<file path="config.mk">
export PLATFORM = sky130hd
export DESIGN_NAME = sprite_rom_arbiter
export DESIGN_NICKNAME = d
export VERILOG_FILES = /design/src/rtl/sprite_rom_arbiter.sv
export SDC_FILE = /design/constraint.sdc
export NUM_CORES = 1
export LEC_CHECK = 0
export BUFFER_PORTS_ARGS = -buffer_cell sky130_fd_sc_hd__buf_2
export CAP_MARGIN = 15
export CORE_UTILIZATION = 43
export CTS_CLUSTER_DIAMETER = 120
export CTS_CLUSTER_SIZE = 28
export DETAILED_ROUTE_END_ITERATION = 8
export GPL_ROUTABILITY_DRIVEN = 0
export GPL_TIMING_DRIVEN = 0
export PLACE_DENSITY = 0.75
export SLEW_MARGIN = 20
export SYNTH_ARGS = -nofsm -noshare
export SYNTH_HDL_FRONTEND = slang
export SYNTH_SLANG_ARGS = --single-unit
</file>
<file path="constraint.sdc">
create_clock -name vga_clk -period 2.6 [get_ports vga_clk]
set_clock_uncertainty 0.2 [all_clocks]
set_input_delay 0.52 -clock vga_clk [delete_from_list [all_inputs] [get_ports vga_clk]]
set_output_delay 0.52 -clock vga_clk [all_outputs]
set_load 0.01 [all_outputs]
</file>
<file path="src/rtl/sprite_rom_arbiter.sv">
// Purpose : shares one synchronous sprite ROM read port between the display pixel
//           fetch (port 0) and auxiliary game logic (port 1). During active video
//           port 0 has priority and port 1 has a starvation guard. During blanking
//           the two ports are served round-robin. Each response goes back to the
//           port that issued the read.
// Latency : the grant is combinational in the request cycle. The response appears
//           ROM_LAT cycles later, and rsp_data adds no further latency.
// Backpr. : reqN_ready is the grant and allows at most one transfer per cycle. A
//           request that loses holds its valid and address until it is granted.
//
// Ports   : vga_clk/reset (asynchronous, active-high), display_active,
//           req0_valid/req0_addr/req0_ready, req1_valid/req1_addr/req1_ready,
//           rom_address/rom_rd/rom_q, and rsp0_valid/rsp1_valid/rsp_data.
// Option  : defining SPRITE_ARB_STATS_EN adds the stats_clear input and the
//           grant0_count, grant1_count and max_wait_seen outputs.
module sprite_rom_arbiter #(
    parameter int ADDR_W   = 13,
    parameter int DATA_W   = 4,
    parameter int ROM_LAT  = 1,
    parameter int MAX_WAIT = 4
) (
    input  logic              vga_clk,
    input  logic              reset,
    input  logic              display_active,
`ifdef SPRITE_ARB_STATS_EN
    input  logic              stats_clear,
    output logic [15:0]       grant0_count,
    output logic [15:0]       grant1_count,
    output logic [7:0]        max_wait_seen,
`endif
    input  logic              req0_valid,
    input  logic [ADDR_W-1:0] req0_addr,
    output logic              req0_ready,
    input  logic              req1_valid,
    input  logic [ADDR_W-1:0] req1_addr,
    output logic              req1_ready,
    output logic [ADDR_W-1:0] rom_address,
    output logic              rom_rd,
    input  logic [DATA_W-1:0] rom_q,
    output logic              rsp0_valid,
    output logic              rsp1_valid,
    output logic [DATA_W-1:0] rsp_data
);

    localparam logic [7:0] MAX_WAIT_C = 8'(MAX_WAIT);

    logic [7:0]         wait_cnt;    // consecutive stalled cycles of a pending port-1 request
    logic               last_grant;  // port id of the most recent grant
    logic [ADDR_W-1:0]  addr_hold;   // address of the most recent grant
    logic [ROM_LAT-1:0] pipe_vld;    // response slots in flight; index 0 is the newest
    logic [ROM_LAT-1:0] pipe_id;
    logic               gnt0;
    logic               gnt1;

    // The arbiter issues at most one grant per cycle. While reset is high it issues
    // none, so neither ready is asserted during reset.
    always_comb begin
        gnt0 = 1'b0;
        gnt1 = 1'b0;
        if (!reset) begin
            if (display_active) begin
                if (req1_valid && wait_cnt == MAX_WAIT_C)
                    gnt1 = 1'b1;
                else if (req0_valid)
                    gnt0 = 1'b1;
                else if (req1_valid)
                    gnt1 = 1'b1;
            end else begin
                if (req0_valid && req1_valid) begin
                    // On a tie, the port that was not granted last wins.
                    if (last_grant)
                        gnt0 = 1'b1;
                    else
                        gnt1 = 1'b1;
                end else if (req0_valid) begin
                    gnt0 = 1'b1;
                end else if (req1_valid) begin
                    gnt1 = 1'b1;
                end
            end
        end
    end

    assign req0_ready  = gnt0;
    assign req1_ready  = gnt1;
    assign rom_rd      = gnt0 | gnt1;
    assign rom_address = gnt0 ? req0_addr : (gnt1 ? req1_addr : addr_hold);

    // The oldest pipeline slot lines up with rom_q for the read it tracks.
    assign rsp0_valid = pipe_vld[ROM_LAT-1] & ~pipe_id[ROM_LAT-1];
    assign rsp1_valid = pipe_vld[ROM_LAT-1] &  pipe_id[ROM_LAT-1];
    // rsp_data is forced to zero when no response is valid, so reset shows 0.
    assign rsp_data   = pipe_vld[ROM_LAT-1] ? rom_q : '0;

    always_ff @(posedge vga_clk or posedge reset) begin
        if (reset) begin
            wait_cnt   <= 8'd0;
            last_grant <= 1'b1;
            addr_hold  <= '0;
            pipe_vld   <= '0;
            pipe_id    <= '0;
        end else begin
            if (gnt1 || !req1_valid)
                wait_cnt <= 8'd0;
            else if (wait_cnt < MAX_WAIT_C)
                wait_cnt <= wait_cnt + 8'd1;

            if (gnt0 || gnt1) begin
                last_grant <= gnt1;
                addr_hold  <= rom_address;
            end

            // An idle cycle shifts an invalid slot into the pipeline.
            for (int i = ROM_LAT - 1; i > 0; i--) begin
                pipe_vld[i] <= pipe_vld[i-1];
                pipe_id[i]  <= pipe_id[i-1];
            end
            pipe_vld[0] <= gnt0 | gnt1;
            pipe_id[0]  <= gnt1;
        end
    end

`ifdef SPRITE_ARB_STATS_EN
    always_ff @(posedge vga_clk or posedge reset) begin
        if (reset) begin
            grant0_count  <= 16'd0;
            grant1_count  <= 16'd0;
            max_wait_seen <= 8'd0;
        end else if (stats_clear) begin
            grant0_count  <= 16'd0;
            grant1_count  <= 16'd0;
            max_wait_seen <= 8'd0;
        end else begin
            if (gnt0 && grant0_count != 16'hFFFF)
                grant0_count <= grant0_count + 16'd1;
            if (gnt1 && grant1_count != 16'hFFFF)
                grant1_count <= grant1_count + 16'd1;
            if (wait_cnt > max_wait_seen)
                max_wait_seen <= wait_cnt;
        end
    end
`endif

endmodule

</file>
==> qor.json <==
{
  "period_share": 1.05,
  "cp_data_required_time_ns": 1.88,
  "fin_util": 0.640,
  "fmaxAchievable_mhz": 365,
  "dp_hpwl_mm": 2.50,
  "grt_pass1_wl_mm": 5.82,
  "io-pin-count": 57,
  "insertedDiodeCount": 0,
  "num_rows": 20,
  "finalNetCount": 244,
  "synth-main-ff-cell": "sky130_fd_sc_hd__dfrtp_1",
  "sequential_fraction_of_the_synthesis_area": 0.431,
  "clock_latency_ns": 0.32,
  "clkTransAtPathRegs_ns": 0.14,
  "asyncSetResetFlopFracSynth": 1.00,
  "synth_top_cells_by_count": "sky130_fd_sc_hd__dfrtp_1, sky130_fd_sc_hd__a221o_1, sky130_fd_sc_hd__a22o_1",
  "start_util": 0.454,
  "worst_setup_path_start_kind": "register",
  "ys_top_cells_by_area": "sky130_fd_sc_hd__dfrtp_1, sky130_fd_sc_hd__a221o_1, sky130_fd_sc_hd__a22o_1",
  "cts.path.max_buffers": 2,
  "critPathMaxFanout": 5,
  "htreeDepth": 1,
  "critPathMaxStageDelay_ns": 0.42,
  "grt_setup_unrepaired": "true",
  "synth_area_um2": 1400,
  "ys_seq_elements": 24,
  "drive_above_1_share": 0.515,
  "critPathKind": "reg2out",
  "cts_inserted_buffers": 3,
  "synth_warn": 0,
  "run_status": "finished with violations",
  "dr_total_vias": 1440,
  "crit_path_top_delay_cell": "sky130_fd_sc_hd__dfrtp_1",
  "die_area_um2": 3480,
  "detailedRoute.firstIterationViolations": 77,
  "synth_cell_types": 35,
  "grt_antenna_before_repair": 0,
  "gate_count_after_technology_mapping": 128,
  "worstMarginPinSlew_ns": 0.643,
  "r2r_start": "wait_cnt[0]",
  "hold_path_class": "in2async",
  "synthMostInstantiatedCell": "sky130_fd_sc_hd__dfrtp_1",
  "groute.usage.overall": 0.220,
  "cp_cell_sequence": "inv_2 > ha_4 > and4bb_4 > o2bb2ai_4 > nor2_4 > buf_6 > a221o_1 > buf_2",
  "power_leakage_nw": 0.981,
  "areaGrowthSynthToFinish_pct": 40.9,
  "grt_start_max_net_pins": 14,
  "yosys.area.top_type_share": 0.412,
  "die_h_um": 59.0,
  "total_core_area_um2": 3080,
  "worstPathArrival_ns": 2.02,
  "power.density_nw_per_um2": 495,
  "avgRoutedWirePerCell_um": 14.9,
  "grt-ovfl-total": 0,
  "io_buffers": 54,
  "yosys.area.top_type": "sky130_fd_sc_hd__dfrtp_1",
  "grt_pass1_vias": 1313,
  "final-setup-viol-count": 13,
  "start_point_of_the_critical_path": "wait_cnt[0]",
  "violations": "setup timing",
  "post-route-min-period_ns": 2.74,
  "drt_pre_antenna_iters": 4,
  "cts_tree": "built",
  "viasPerCell": 5.76,
  "avgSynthCellArea_um2": 10.9,
  "peakVddDrop_uv": 243,
  "cts_root_buf": "sky130_fd_sc_hd__clkbuf_4",
  "final_critical_path_setup_slack_ns": -0.141,
  "post-route-drc-count": 0,
  "critPathCaptureType": "output pin",
  "synth-edff-count": 0,
  "cts_sinks": 24,
  "die_width_um": 59.0,
  "number_of_nets_still_failing_antenna_checks_after_routing": 0,
  "fillers": 263,
  "hold_ws_ns": 0.0449,
  "route.final.wire_length_mm": 3.73,
  "timing.max_cap.violations": 0,
  "synth_fp_nets": 165,
  "report.final.hold_viol_count": 0,
  "dp_worst_setup_slack_ns": -0.327,
  "maxSlewViolCount": 0,
  "slew_margin_rel": 0.569
}
## through the flow
| step | instances | cell area [µm²] | TNS, ns | power, mW |
|---|---|---|---|---|
| 4_1_cts | 245 | 1930 | -1.69 | 0.969 |
| 3_3_place_gp | 226 | 1750 | -3.71 | 0.725 |
| 5_1_grt | 250 | 1970 | -2.58 | 1.02 |
| 3_5_place_dp | 226 | 1750 | -4.08 | 0.736 |
| 2_1_floorplan | 128 | 1420 | 0 | 0.630 |
| 6_report | 250 | 1970 | -1.63 | 0.974 |
## layout make-up
class	count	area [µm²]	area share
Multi-Input combinational cell	92	772	0.392
Sequential cell	24	602	0.306
Timing Repair Buffer	73	419	0.213
Buffer	7	57.6	0.0292
Tap cell	44	55.1	0.0280
Clock buffer	4	36.3	0.0184
Inverter	5	22.5	0.0114
Timing Repair inverter	1	5.00	0.00254
## kinds of logic (layout without fill, tap and decap cells)
family | after synthesis | count (layout) | share of synthesized area
buffers and inverters | 12 | 90 | 0.0501
flip-flops | 24 | 24 | 0.431
adder cells (fa/ha/maj) | 2 | 2 | 0.0179
AO/OA/AOI/OAI | 53 | 53 | 0.324
AND/OR/NAND/NOR | 36 | 36 | 0.171
XOR/XNOR | 1 | 1 | 0.00627
## worst max-delay path: cells and delay by family, from the launching register on
| family | cells | cell delay, ns |
|---|---|---|
| AO/OA/AOI/OAI | 2 | 0.45 |
| adder cells (fa/ha/maj) | 1 | 0.13 |
| buffers and inverters | 3 | 0.35 |
| AND/OR/NAND/NOR | 2 | 0.36 |
| flip-flops | 1 | 0.42 |
## layout by cell type (no fill, tap or decap), types with 2 or more instances in the layout
| master | netlist | routed |
|---|---|---|
| sky130_fd_sc_hd__nand2_2 | 0 | 2 |
| sky130_fd_sc_hd__buf_6 | 2 | 4 |
| sky130_fd_sc_hd__a221o_2 | 6 | 6 |
| sky130_fd_sc_hd__nand2_1 | 8 | 6 |
| sky130_fd_sc_hd__nor2_1 | 3 | 3 |
| sky130_fd_sc_hd__inv_1 | 5 | 2 |
| sky130_fd_sc_hd__o21ai_0 | 6 | 6 |
| sky130_fd_sc_hd__clkbuf_4 | 0 | 3 |
| sky130_fd_sc_hd__nor2b_1 | 6 | 6 |
| sky130_fd_sc_hd__buf_2 | 1 | 54 |
| sky130_fd_sc_hd__dfrtp_1 | 23 | 23 |
| sky130_fd_sc_hd__a22o_1 | 9 | 9 |
| sky130_fd_sc_hd__and3_1 | 4 | 4 |
| sky130_fd_sc_hd__a21oi_1 | 7 | 7 |
| sky130_fd_sc_hd__inv_2 | 0 | 2 |
| sky130_fd_sc_hd__a221o_1 | 20 | 20 |
| sky130_fd_sc_hd__and2_1 | 5 | 5 |
| sky130_fd_sc_hd__nor2_4 | 1 | 2 |
| sky130_fd_sc_hd__buf_4 | 2 | 19 |
## where the power goes
part	internal [mW]	total [mW]	switching [mW]	leakage, nW
logic	0.173	0.335	0.162	0.658
clock network	0.0855	0.204	0.118	0.0210
registers	0.416	0.436	0.0201	0.302
total	0.674	0.974	0.300	0.981
## flip-flops by register name, indices dropped and copies added, names as in the netlist
name and flops:
addr_hold 13, pipe_vld 1, pipe_id 1, last_grant 1, wait_cnt 8
## routing by layer
metal,up-vias,track usage,share of wire
met1,724,0.277,0.45
met4,0,0.0782,0.0046
met2,49,0.390,0.51
li1,665,-,-
met3,2,0.0262,0.042
met5,-,0,0
## what timing repair did
| action | in CTS | in global routing |
|---|---|---|
| hold buffers | 1 | 0 |
| pin swaps | 19 | 1 |
| buffers inserted | 12 | 5 |
| endpoints found under the setup margin | 15 | 14 |
| endpoints found under the hold margin | 10 | 0 |
| cloned | 2 | 0 |
| gates resized for setup | 8 | 0 |
## path summary, 6_finish.rpt
path | endpoint | slack, ns | depth (start not counted)
min reg2reg | last_grant | 0.35 | 2
max reg2reg | addr_hold[10] | 0.42 | 9
max in group asynchronous | wait_cnt[6] | 1.24 | 3
min in group vga_clk | addr_hold[0] | 0.24 | 2
max | rom_address[12] | -0.14 | 8
min | addr_hold[6] | 0.04 | 2
Power figures use the tool's default switching activity.
